--- config.mk ---
export PLATFORM = sky130hd
export DESIGN_NAME = uart_frame_rx
export DESIGN_NICKNAME = d
export VERILOG_FILES = /design/src/rtl/uart_frame_rx.sv
export SDC_FILE = /design/constraint.sdc
export NUM_CORES = 1
export LEC_CHECK = 0
export CAP_MARGIN = 20
export CORE_MARGIN = 2
export CORE_UTILIZATION = 53
export DETAILED_ROUTE_END_ITERATION = 8
export PLACE_DENSITY = 0.72
export SLEW_MARGIN = 20
export SYNTH_ARGS = -nofsm -noshare
export SYNTH_HDL_FRONTEND = slang
export SYNTH_SLANG_ARGS = --single-unit
--- constraint.sdc ---
create_clock -name clk -period 3.6 [get_ports clk]
set_input_delay 1.08 -clock clk [delete_from_list [all_inputs] [get_ports clk]]
set_output_delay 1.08 -clock clk [all_outputs]
set_load 0.1 [all_outputs]
--- src/rtl/uart_frame_rx.sv ---
// Purpose: pops bytes from the uart RX FIFO and parses SYNC|LEN|PAYLOAD|CHK frames into a readable buffer.
// Latency: byte captured 2 cycles after its pop; frame_valid and err_* register 1 cycle after the last byte; rd_data 1 cycle.
// Backpressure: no pops while a frame is held; the uart FIFO absorbs traffic until frame_ack.
module uart_frame_rx #(
  parameter int          MAX_LEN        = 16,
  parameter int unsigned TIMEOUT_CYCLES = 65535,
  parameter logic [7:0]  SYNC_BYTE      = 8'hA5
) (
  input  logic                       clk,
  input  logic                       rst_n,
  input  logic                       uart_rx_ready,
  input  logic [7:0]                 uart_rx_byte,
  output logic                       uart_rx_read,
  output logic                       frame_valid,
  output logic [7:0]                 frame_len,
  input  logic [$clog2(MAX_LEN)-1:0] frame_rd_addr,
  output logic [7:0]                 frame_rd_data,
  input  logic                       frame_ack,
  output logic                       err_chk,
  output logic                       err_len,
  output logic                       err_timeout,
  output logic [15:0]                frame_count
);

  localparam int          AW   = $clog2(MAX_LEN);
  localparam logic [31:0] TMO  = 32'(TIMEOUT_CYCLES);
  localparam logic [7:0]  MAXL = 8'(MAX_LEN);

  typedef enum logic [1:0] {F_IDLE, F_W1, F_W2} fetch_e;
  typedef enum logic [2:0] {P_HUNT, P_LEN, P_DATA, P_CHK, P_HOLD} parse_e;

  fetch_e         fetch_q, fetch_d;
  parse_e         parse_q, parse_d;
  logic           rd_tgl_q, rd_tgl_d;
  logic [7:0]     len_q, len_d;
  logic [7:0]     sum_q, sum_d;
  logic [7:0]     idx_q, idx_d;
  logic [31:0]    tmo_q, tmo_d;
  logic           frame_valid_q, frame_valid_d;
  logic [7:0]     frame_len_q, frame_len_d;
  logic [15:0]    frame_count_q, frame_count_d;
  logic           err_chk_q, err_chk_d;
  logic           err_len_q, err_len_d;
  logic           err_tmo_q, err_tmo_d;
  logic [7:0]     rd_data_q, rd_data_d;

  logic           byte_stb;
  logic           tmo_hit;
  logic           wr_en;
  logic [AW-1:0]  wr_addr;
  logic [7:0]     wr_dat;
  logic [7:0]     pay_mem [MAX_LEN];

  // Fetch sequencer: one toggle pops a byte, which is sampled two cycles later once the uart has settled.
  always_comb begin
    fetch_d  = fetch_q;
    rd_tgl_d = rd_tgl_q;
    byte_stb = 1'b0;
    case (fetch_q)
      F_IDLE: begin
        if (uart_rx_ready && (parse_q != P_HOLD)) begin
          rd_tgl_d = ~rd_tgl_q;
          fetch_d  = F_W1;
        end
      end
      F_W1:    fetch_d = F_W2;
      F_W2: begin
        byte_stb = 1'b1;
        fetch_d  = F_IDLE;
      end
      default: fetch_d = F_IDLE;
    endcase
  end

  // Inter-byte timeout fires when the in-frame idle count reaches the limit; a zero limit disables it.
  always_comb begin
    tmo_hit = (TMO != 32'd0) && ((tmo_q + 32'd1) == TMO);
  end

  // Frame parser: a byte strobe always takes priority over a simultaneous timeout.
  always_comb begin
    parse_d       = parse_q;
    len_d         = len_q;
    sum_d         = sum_q;
    idx_d         = idx_q;
    tmo_d         = tmo_q;
    frame_valid_d = frame_valid_q;
    frame_len_d   = frame_len_q;
    frame_count_d = frame_count_q;
    err_chk_d     = 1'b0;
    err_len_d     = 1'b0;
    err_tmo_d     = 1'b0;
    wr_en         = 1'b0;
    wr_addr       = idx_q[AW-1:0];
    wr_dat        = uart_rx_byte;
    case (parse_q)
      P_HUNT: begin
        tmo_d = 32'd0;
        if (byte_stb && (uart_rx_byte == SYNC_BYTE)) begin
          parse_d = P_LEN;
        end
      end
      P_LEN, P_DATA, P_CHK: begin
        if (byte_stb) begin
          tmo_d = 32'd0;
          if (parse_q == P_LEN) begin
            if ((uart_rx_byte == 8'd0) || (uart_rx_byte > MAXL)) begin
              err_len_d = 1'b1;
              parse_d   = P_HUNT;
            end else begin
              len_d   = uart_rx_byte;
              sum_d   = uart_rx_byte;
              idx_d   = 8'd0;
              parse_d = P_DATA;
            end
          end else if (parse_q == P_DATA) begin
            wr_en = 1'b1;
            sum_d = sum_q + uart_rx_byte;
            idx_d = idx_q + 8'd1;
            if ((idx_q + 8'd1) == len_q) begin
              parse_d = P_CHK;
            end
          end else begin
            if (uart_rx_byte == sum_q) begin
              frame_len_d   = len_q;
              frame_valid_d = 1'b1;
              frame_count_d = frame_count_q + 16'd1;
              parse_d       = P_HOLD;
            end else begin
              err_chk_d = 1'b1;
              parse_d   = P_HUNT;
            end
          end
        end else if (tmo_hit) begin
          err_tmo_d = 1'b1;
          tmo_d     = 32'd0;
          parse_d   = P_HUNT;
        end else if (TMO != 32'd0) begin
          tmo_d = tmo_q + 32'd1;
        end
      end
      P_HOLD: begin
        tmo_d = 32'd0;
        if (frame_ack) begin
          frame_valid_d = 1'b0;
          parse_d       = P_HUNT;
        end
      end
      default: parse_d = P_HUNT;
    endcase
  end

  // Registered buffer read port.
  always_comb begin
    rd_data_d = pay_mem[frame_rd_addr];
  end

  // Payload storage; contents are only meaningful while a frame is held, so no reset.
  always_ff @(posedge clk) begin
    if (wr_en) begin
      pay_mem[wr_addr] <= wr_dat;
    end
  end

  // State and output registers.
  always_ff @(posedge clk or negedge rst_n) begin
    if (!rst_n) begin
      fetch_q       <= F_IDLE;
      parse_q       <= P_HUNT;
      rd_tgl_q      <= 1'b0;
      len_q         <= 8'd0;
      sum_q         <= 8'd0;
      idx_q         <= 8'd0;
      tmo_q         <= 32'd0;
      frame_valid_q <= 1'b0;
      frame_len_q   <= 8'd0;
      frame_count_q <= 16'd0;
      err_chk_q     <= 1'b0;
      err_len_q     <= 1'b0;
      err_tmo_q     <= 1'b0;
      rd_data_q     <= 8'd0;
    end else begin
      fetch_q       <= fetch_d;
      parse_q       <= parse_d;
      rd_tgl_q      <= rd_tgl_d;
      len_q         <= len_d;
      sum_q         <= sum_d;
      idx_q         <= idx_d;
      tmo_q         <= tmo_d;
      frame_valid_q <= frame_valid_d;
      frame_len_q   <= frame_len_d;
      frame_count_q <= frame_count_d;
      err_chk_q     <= err_chk_d;
      err_len_q     <= err_len_d;
      err_tmo_q     <= err_tmo_d;
      rd_data_q     <= rd_data_d;
    end
  end

  assign uart_rx_read  = rd_tgl_q;
  assign frame_valid   = frame_valid_q;
  assign frame_len     = frame_len_q;
  assign frame_rd_data = rd_data_q;
  assign frame_count   = frame_count_q;
  assign err_chk       = err_chk_q;
  assign err_len       = err_len_q;
  assign err_timeout   = err_tmo_q;

endmodule
==> results.md, run 1 <==
- Status: complete, no violations
- Die Area: 0.0211 sq mm
- Fin Hold WS: 0.473 ns
- Pin count of the biggest net entering global routing: 42
- CTS hold repair buffers: 0
- CP delay by family, top: simple AND/OR/NAND/NOR gates
- Total track usage: 0.221
- Arr. time, crit path: 3.60 ns
- Placed Cells incl. Taps: 1114
- # setup viols final: 0
- FMAX: 0.310 GHz
- Clock Path Buffers: 3
- Nets@finish: 906
- Hold EP: frame_count[15]
- Cells after Synth: 807
- Number of synthesized flops with an enable pin: 128
- Post-route setup slack: 0.372 ns
- Commonest cells after routing, fill and taps aside: edfxtp_1, dfrtp_1, buf_4, nand2_1, mux4_2
- Main synth FF type: edfxtp_1
- Cell Chain, Critical Path: nand4_2 -> or2_1 -> nor4_2 -> mux2i_1 -> nand4_1 -> nor4_4 -> buf_4 -> nand2b_1 -> o211ai_1
- CP required: 3.97 ns
- Unrepaired setup endpoints after global routing: false
- Top cell type's share of synthesized area: 0.363
- CP max FO: 15
- Reg2Reg Depth: 9
- Number of max-cap violations: 0
- Final WL: 23.4 mm
- Crit path kind: register to register
- Setup TNS: 0 ns
- Final period util: 0.897
- Crit path largest cell delay: 0.52 ns
- Core area: 0.0195 sq mm
- Worst-path clk slew: 0.06 ns
- Clk_lat worst skew: 0.52 ns
- Netlist cell types: 74
- Relative slew slack: 0.579
- Synth area leaders: edfxtp_1, dfrtp_1, mux4_2
- Hold_sp: frame_count[15]
- Area delta synth->final: 16.0%
- Met1 Track Usage GR: 0.307
- Non-Filler Instances: 1158
- Hold Crit Depth: 1
- Minimum clock period: 3.23 ns
- Sw Ratio: 0.291
- Post-synth ARST share: 0.434
- Residual DRC: 0
- # fillers: 1465
- Yosys top cell by area: edfxtp_1
- Antenna fix cells: 0
- Final Max Slew Viols: 0
- Post-synthesis register bit count: 226
- Pre-antenna DRT Iters: 7
- First-pass GRT wire length: 37.8 mm
- Worst R2R Setup Slack: 0.37 ns
- Routed Antenna Nets: 0
- Switching pwr: 2010 uW
- Internal power: 4890 uW
- Clk sinks: 226
- CTS H-tree lvls: 1
- Height of the chip: 145 um
- GP Congestion: 0.841
- Worst hold-check path type: register to register
- Grt peak-use layer: met2
- Total number of vias: 7070
- Reg area: 0.00630 sq mm
- CTS resizes: 0
- Combinational share of power: 0.195
- Die width: 145 um
- Vias in the first global route: 7012
- Stages on worst setup path: 9
- Critical Path Start: tmo_q[3]
- IO Port Bufs: 52
- CTS root buffer: clkbuf_16
- Startpoint types: register
- # IOs: 53
- Worst vdd ir: 385 uV
- Mean Syn Cell Area: 13.1 sq um
- Row cnt: 51
- P_leak: 0.00476 uW
- Cts bufs inserted: 24
- Post-Place Worst Slack: -0.176 ns
- Initial antenna violation count: 0
- Final core utilization: 0.629
- CTS tree: built
- Worst slew pin tran: 0.631 ns
- Synth warnings: 0
- Worst Setup End Kind: register
- Sequential element share of the synthesized area: 0.594
- Via density: 6.11
- Crit-path slowest cell: dfrtp_1
- RR Startpoint: tmo_q[3]
- Total power divided by cell area: 562 mW/mm^2
- Mapped cell area: 0.0106 sq mm
- DP HPWL: 15.7 mm
- Routed len/inst: 20.2 um
- Buf+Inv Stages, Crit Path: 1
- GR Overflow Total: 0
- Commonest non-fill, non-tap cell in the layout: edfxtp_1
- Grt met3 use: 0.0313
- Share of layout cells above drive strength 1: 0.212
- Reg power frac: 0.445
- Met2 Usage GRT: 0.374
- Final hold viol count: 0
- Setup Fix Bufs, Post-CTS: 0
- Clock share of power: 0.361
- RR Endpoint: tmo_q[4]
- Multi-input gate area: 0.00403 sq mm
- Post-synth net total: 838
- Detailed Route Iter0 Violations: 532
- Layout Skew: 0.0134 ns
- Starting Density: 0.543
## area by class of cell
type	instances	area share
tap	265	0.0270
inverter	13	0.00397
clock inverter	10	0.00988
multi-input combinational	516	0.328
clock buffer	34	0.0560
sequential	226	0.512
timing repair buffer	94	0.0629
## sequential cells by signal, summed over array words and instances (netlist names)
name	cells
uart_rx_read	1
frame_count	16
frame_valid	1
len_q	8
frame_rd_data	8
parse_q	3
sum_q	8
frame_len	8
err_len	1
idx_q	8
tmo_q	32
err_chk	1
err_timeout	1
fetch_q	2
pay_mem	128
## worst max-delay path by stage
stage                     endpoint
CTS                 frame_count[6]
detailed placement  frame_count[6]
finish                    tmo_q[4]
global route              tmo_q[4]
global placement    frame_count[6]
floorplan             frame_len[1]
## Yosys cell counts (7+ instances only)
master	n
edfxtp_1	128
dfrtp_1	98
nand2_1	61
mux4_2	40
nor2_1	36
clkbuf_1	34
o21ai_0	34
nand3_1	33
a21oi_1	26
xnor2_1	26
and2_1	19
nand4_1	18
and3_1	17
o31ai_1	17
ha_1	14
mux2_2	14
nor3_1	14
inv_1	13
nor4_1	12
nand2b_1	11
xor2_1	11
a21o_1	10
a31oi_1	10
nor2b_1	9
buf_2	7
## kinds of logic after synthesis
family / Yosys count / synth area share
compound gates: 138 / 0.0851
xor+xnor: 37 / 0.0306
flops: 226 / 0.594
buf+inv: 65 / 0.0256
fa+ha+maj: 15 / 0.0184
simple gates: 269 / 0.143
mux: 57 / 0.103
## power groups by stage
stage / sequential [uW] / clock (uW) / combinational, uW
finish: 3070 / 2490 / 1350
global route: 3090 / 2640 / 1470
CTS: 3060 / 2520 / 1340
detailed placement: 3110 / 0 / 1340
global placement: 3100 / 0 / 1280
floorplan: 3130 / 0 / 938
## metrics by stage
step	power [uW]	cell area (sq um)
after global placement	4380	11500
final	6900	12300
after detailed placement	4450	11500
after CTS	6930	12300
after global routing	7200	12300
after floorplan	4070	10600
## worst register-to-register path, stage by stage (launching register included)
cell and delay (ns):
dfrtp_1 0.52, nand4_2 0.29, or2_1 0.45, nor4_2 0.38
mux2i_1 0.28, nand4_1 0.16, nor4_4 0.25, buf_4 0.26
nand2b_1 0.34, o211ai_1 0.16
## routing by layer
| metal | share of wire | routed length [um] | vias to the layer above |
|---|---|---|---|
| li1 | - | - | 3208 |
| met1 | 0.43 | 9990 | 3561 |
| met2 | 0.50 | 11700 | 251 |
| met3 | 0.052 | 1220 | 50 |
| met4 | 0.022 | 514 | 0 |
| met5 | 0 | 0 | - |
(Power assumes the default switching activity.)
==> run 2: changes to the inputs <==
--- a/config.mk
+++ b/config.mk
@@ -10,6 +10,7 @@
 export CORE_UTILIZATION = 53
 export DETAILED_ROUTE_END_ITERATION = 8
 export PLACE_DENSITY = 0.72
+export SKIP_CTS_REPAIR_TIMING = 1
 export SLEW_MARGIN = 20
 export SYNTH_ARGS = -nofsm -noshare
 export SYNTH_HDL_FRONTEND = slang
==> results of run 2 <==
The final DEF is identical to that of run 1; final timing and power are the same.
